[config.mk]
export PLATFORM = sky130hd
export DESIGN_NAME = i2c_init_seq
export DESIGN_NICKNAME = d
export VERILOG_FILES = /design/src/rtl/i2c_pkg.sv /design/src/rtl/i2c_init_seq.sv
export SDC_FILE = /design/constraint.sdc
export NUM_CORES = 1
export LEC_CHECK = 0
export CELL_PAD_IN_SITES_DETAIL_PLACEMENT = 0
export CELL_PAD_IN_SITES_GLOBAL_PLACEMENT = 2
export CORE_MARGIN = 4
export CORE_UTILIZATION = 32
export DETAILED_ROUTE_END_ITERATION = 10
export PLACE_DENSITY = 0.91
export SLEW_MARGIN = 10
export SYNTH_ARGS = -nofsm -noshare
export SYNTH_HDL_FRONTEND = slang
export SYNTH_SLANG_ARGS = --single-unit
[constraint.sdc]
create_clock -name clka -period 2.59 [get_ports clka]
set_input_delay 0.259 -clock clka [delete_from_list [all_inputs] [get_ports clka]]
set_output_delay 0.259 -clock clka [all_outputs]
set_load 0.02 [all_outputs]
[src/rtl/i2c_pkg.sv]
// Shared definitions for the I2C init sequencer: ROM word opcodes, FSM states
// and the bit positions of the fields inside a command-ROM word.
package i2c_pkg;

  typedef enum logic [1:0] {
    OP_WRITE = 2'b00,
    OP_DELAY = 2'b01,
    OP_NOP   = 2'b10,
    OP_END   = 2'b11
  } opcode_e;

  typedef enum logic [2:0] {
    ST_IDLE,
    ST_FETCH,
    ST_DECODE,
    ST_ISSUE,
    ST_WAIT_RSP,
    ST_DELAY,
    ST_FINISH
  } state_e;

  localparam int unsigned OP_HI  = 31;
  localparam int unsigned OP_LO  = 30;
  localparam int unsigned DEV_HI = 23;
  localparam int unsigned DEV_LO = 16;
  localparam int unsigned REG_HI = 15;
  localparam int unsigned REG_LO = 8;
  localparam int unsigned DAT_HI = 7;
  localparam int unsigned DAT_LO = 0;
  localparam int unsigned CNT_HI = 23;
  localparam int unsigned CNT_LO = 0;
  localparam int unsigned CNT_W  = CNT_HI - CNT_LO + 1;

endpackage

[src/rtl/i2c_init_seq.sv]
// Walks a command ROM and turns each word into I2C register writes, delays or
// end-of-sequence, retrying NACKed writes up to MAX_RETRY times.
module i2c_init_seq
  import i2c_pkg::*;
#(
  parameter int LINES     = 16,
  parameter int DW        = 32,
  parameter int MAX_RETRY = 3
) (
  input  logic                     clka,
  input  logic                     rsta,
  input  logic                     start,
  output logic [$clog2(LINES)-1:0] rom_addr,
  input  logic [DW-1:0]            rom_data,
  output logic                     cmd_valid,
  input  logic                     cmd_ready,
  output logic [7:0]               cmd_dev,
  output logic [7:0]               cmd_reg,
  output logic [7:0]               cmd_data,
  input  logic                     rsp_valid,
  input  logic                     rsp_nack,
  output logic                     busy,
  output logic                     done,
  output logic                     error
);

  localparam int unsigned AW = $clog2(LINES);
  localparam int unsigned RW = (MAX_RETRY > 0) ? $clog2(MAX_RETRY + 1) : 1;
  localparam logic [AW-1:0] LAST_LINE = AW'(LINES - 1);
  localparam logic [RW-1:0] RETRY_LIM = RW'(MAX_RETRY);

  state_e          state_q;
  logic [AW-1:0]   ptr_q;
  logic [RW-1:0]   retry_q;
  logic [CNT_W-1:0] dly_q;
  logic            cmd_valid_q;
  logic [7:0]      dev_q;
  logic [7:0]      reg_q;
  logic [7:0]      dat_q;
  logic            busy_q;
  logic            done_q;
  logic            error_q;

  opcode_e          op_w;
  logic [CNT_W-1:0] dly_w;
  logic             unused_rom_bits;

  state_e          adv_state_d;
  logic [AW-1:0]   adv_ptr_d;

  assign op_w            = opcode_e'(rom_data[OP_HI:OP_LO]);
  assign dly_w           = rom_data[CNT_HI:CNT_LO];
  assign unused_rom_bits = ^rom_data[29:24];

  // Advancing past the last ROM line ends the sequence instead of wrapping.
  always_comb begin
    adv_state_d = ST_FETCH;
    adv_ptr_d   = ptr_q + 1'b1;
    if (ptr_q == LAST_LINE) begin
      adv_state_d = ST_FINISH;
      adv_ptr_d   = ptr_q;
    end
  end

  always_ff @(posedge clka or posedge rsta) begin
    if (rsta) begin
      state_q     <= ST_IDLE;
      ptr_q       <= '0;
      retry_q     <= '0;
      dly_q       <= '0;
      cmd_valid_q <= 1'b0;
      dev_q       <= '0;
      reg_q       <= '0;
      dat_q       <= '0;
      busy_q      <= 1'b0;
      done_q      <= 1'b0;
      error_q     <= 1'b0;
    end else begin
      done_q <= 1'b0;
      unique case (state_q)
        ST_IDLE: begin
          if (start) begin
            ptr_q   <= '0;
            error_q <= 1'b0;
            busy_q  <= 1'b1;
            state_q <= ST_FETCH;
          end
        end
        ST_FETCH: state_q <= ST_DECODE;
        ST_DECODE: begin
          unique case (op_w)
            OP_WRITE: begin
              dev_q       <= rom_data[DEV_HI:DEV_LO];
              reg_q       <= rom_data[REG_HI:REG_LO];
              dat_q       <= rom_data[DAT_HI:DAT_LO];
              retry_q     <= '0;
              cmd_valid_q <= 1'b1;
              state_q     <= ST_ISSUE;
            end
            OP_DELAY: begin
              if (dly_w == '0) begin
                state_q <= adv_state_d;
                ptr_q   <= adv_ptr_d;
              end else begin
                dly_q   <= dly_w;
                state_q <= ST_DELAY;
              end
            end
            OP_NOP: begin
              state_q <= adv_state_d;
              ptr_q   <= adv_ptr_d;
            end
            OP_END: state_q <= ST_FINISH;
          endcase
        end
        ST_ISSUE: begin
          if (cmd_ready) begin
            cmd_valid_q <= 1'b0;
            state_q     <= ST_WAIT_RSP;
          end
        end
        ST_WAIT_RSP: begin
          if (rsp_valid) begin
            if (!rsp_nack) begin
              state_q <= adv_state_d;
              ptr_q   <= adv_ptr_d;
            end else if (retry_q < RETRY_LIM) begin
              retry_q     <= retry_q + 1'b1;
              cmd_valid_q <= 1'b1;
              state_q     <= ST_ISSUE;
            end else begin
              error_q <= 1'b1;
              state_q <= ST_FINISH;
            end
          end
        end
        ST_DELAY: begin
          // Loaded with N on entry and leaving on 1 gives exactly N cycles here.
          if (dly_q <= CNT_W'(1)) begin
            dly_q   <= '0;
            state_q <= adv_state_d;
            ptr_q   <= adv_ptr_d;
          end else begin
            dly_q <= dly_q - 1'b1;
          end
        end
        ST_FINISH: begin
          done_q  <= 1'b1;
          busy_q  <= 1'b0;
          state_q <= ST_IDLE;
        end
        default: state_q <= ST_IDLE;
      endcase
    end
  end

  assign rom_addr  = ptr_q;
  assign cmd_valid = cmd_valid_q;
  assign cmd_dev   = dev_q;
  assign cmd_reg   = reg_q;
  assign cmd_data  = dat_q;
  assign busy      = busy_q;
  assign done      = done_q;
  assign error     = error_q;

endmodule

==> metrics <==
status finished, final reports clean; number of max-cap violations 0; cts hold-fix bufs 0; GRT Total Usage 16.7%; endpoints failing setup 0; Initial Util 32.6%; Slew HR 61.1%; residual DRC count 0; CTS root buf clkbuf_8; Avg Synthesized Cell Area 9.80 um2; met3 GRT Util 3.42%; Cell Rows 38; nets 511; FF-to-FF Start dly_q[21]; Yosys cell types 54; Buffers on Ports 63; total power 5.05 mW; net count after synthesis 405; Mapped Area 3520 um2; Post-synth top flop dfrtp_1; ANT cells 0; top cell type's share of synthesized area 43.4%; met1 usage 22.8%; Clock Skews 0.00777 ns; Hold Slack 0.277 ns; PwrDens 1040 nW/um2; Setup Buffers After CTS 0; Arr. time, crit path 2.76 ns; Simple-Gate Fraction of Synth Area 19.5%; DIE WIDTH 113 um; vias per inst 5.41; Reg2Reg Depth 6; Routability Congestion 0.873; post-synthesis mux area share 8.99%; Die ar. 12700 um2; most common cell in the netlist dfrtp_1; WL per Instance 17.1 um; Biggest register dly_q; EDFF count, synth 0; RSZ-0062 raised after global routing no; area growth from synthesis to layout 37.9%; Startpoint Class register; Max Slew Vio Count 0; critical path required time 2.82 ns; total routed wirelength 10.4 mm; Slew @ Worst Pin 0.578 ns; Bufs on Longest Clock Path 2; Ports 70; worst hold-check path type in2async; vias in the first global route 3246; maximum VDD drop 0.322 mV; critical-path maximum fanout 15; initial antenna violation count 0; DR iter-0 viols 185; compound-cell area share of the yosys netlist 20.7%; global-route wire length before repair 16.9 mm; largest net degree at the start of global routing 35; Worst Setup Path Type reg2reg; final antenna-violating net count 0; reg2reg end dly_q[9]; cell taking the most area after synthesis dfrtp_1; Commonest cells post-synth 61 x dfrtp_1, 27 x nor2_1, 25 x mux2_2; CORE AREA 10800 um2; Detailed Routing Iterations Pass 1 4; Overflow after GRT 0; number of synthesized register bits 61; Vias 3293; TritonCTS buffer count 9; max FFs per register 24; fin crit share 97.7%; Die Span Y 113 um; R2R setup slack 0.06 ns; Leak 2.02 nW; main combinational cell family by area after synthesis compound AO/OA/AOI/OAI gates; xor/xnor cell area share of the yosys netlist 0.498%; CTS tree done; clk sinks 61; Clock Latency Late Sink 0.35 ns; Post-synth ARST share 100%; Adder-Cell Fraction of Synth Area 2.84%; CTS H-Tree Depth 3; Post-Syn Instances 359; synth warn 0; Final Hold Fails 0; GRT Max-Usage Layer met2; Worst Setup End Kind register; Area contributors post-synth dfrtp_1 43%, mux2_2 8.0%, o22ai_1 3.4%; sequential share of the synthesized area 43.4%; clock slew at reported path FFs 0.07 ns; HPWL Detailed 7.63 mm; Final min period 2.53 ns; share of layout cells above drive strength 1 22.8%; max frequency 0.395 GHz; GR Util met2 26.4%
==> layout make-up <==
| type | instances | area (um2) |
|---|---|---|
| Tap cell | 140 | 175 |
| Clock inverter | 5 | 27.5 |
| Clock buffer | 10 | 138 |
| Sequential cell | 61 | 1530 |
| Inverter | 12 | 45.0 |
| Fill cell | 1033 | 5940 |
| Timing Repair Buffer | 118 | 1090 |
| Multi-Input combinational cell | 263 | 1860 |
==> report_power, final <==
group | switching, mW | total, mW | internal [mW]
clock network | 0.383 | 0.743 | 0.360
logic | 1.33 | 2.64 | 1.31
registers | 0.312 | 1.66 | 1.35
==> cells in the final DEF (no fill, tap or decap), drive strengths merged, types with 12 or more instances in the layout <==
cell type / instances
buf: 54
nor2: 27
mux2: 26
nand2: 17
o22ai: 19
inv: 12
o21ai: 16
nor3: 19
dfrtp: 61
clkdlybuf4s50: 63
nor4: 19
==> worst max-delay path, cell delays in order (launching register included) <==
cell and delay, ns:
dfrtp_1 0.43, or4_4 0.58, or4_4 0.55, o21ai_4 0.24, buf_12 0.19, nor2_1 0.06, a221o_1 0.36
==> cells by family (layout without fill, tap and decap cells) <==
logic type	count (synthesis)	count (layout)
AO/OA/AOI/OAI	100	100
XOR/XNOR	2	2
adder cells (fa/ha/maj)	8	8
buffers and inverters	35	145
flip-flops	61	61
multiplexers	28	28
AND/OR/NAND/NOR	125	125
==> metal layers <==
layer | wire, um | vias to the layer above
li1 | - | 1596
met2 | 4970 | 84
met3 | 435 | 11
met4 | 131 | 0
met5 | 0 | -
met1 | 4890 | 1602
==> how the worst max path moves through the flow <==
| stage | startpoint | endpoint | slack [ns] | cells after the start |
|---|---|---|---|---|
| 5_1_grt | dly_q[21] | dly_q[11] | 0.02 | 6 |
| 4_1_cts | dly_q[21] | dly_q[9] | 0.08 | 6 |
| 3_5_place_dp | rom_data[7] | rom_addr[0] | -0.06 | 7 |
| 6_report | dly_q[21] | dly_q[9] | 0.06 | 6 |
| 2_1_floorplan | dly_q[20] | rom_addr[0] | 0.21 | 5 |
| 3_3_place_gp | rom_data[7] | rom_addr[0] | -0.02 | 7 |
==> metrics by stage <==
step / TNS [ns] / setup slack (ns) / cells / area, um2 / util, %
global placement: -0.0239 / -0.0239 / 593 / 4660 / 43.1
finish: 0 / 0.0609 / 609 / 4850 / 45.0
global route: 0 / 0.0151 / 609 / 4850 / 45.0
detailed placement: -0.0609 / -0.0609 / 593 / 4660 / 43.1
CTS: 0 / 0.0822 / 608 / 4820 / 44.7
floorplan: 0 / 0.212 / 359 / 3520 / -
==> what timing repair did <==
action                                 4_1_cts  5_1_grt
resized for setup                            0        1
setup endpoints to repair                    0        1
endpoints found under the hold margin        0        0
Power figures use the tool's default switching activity.
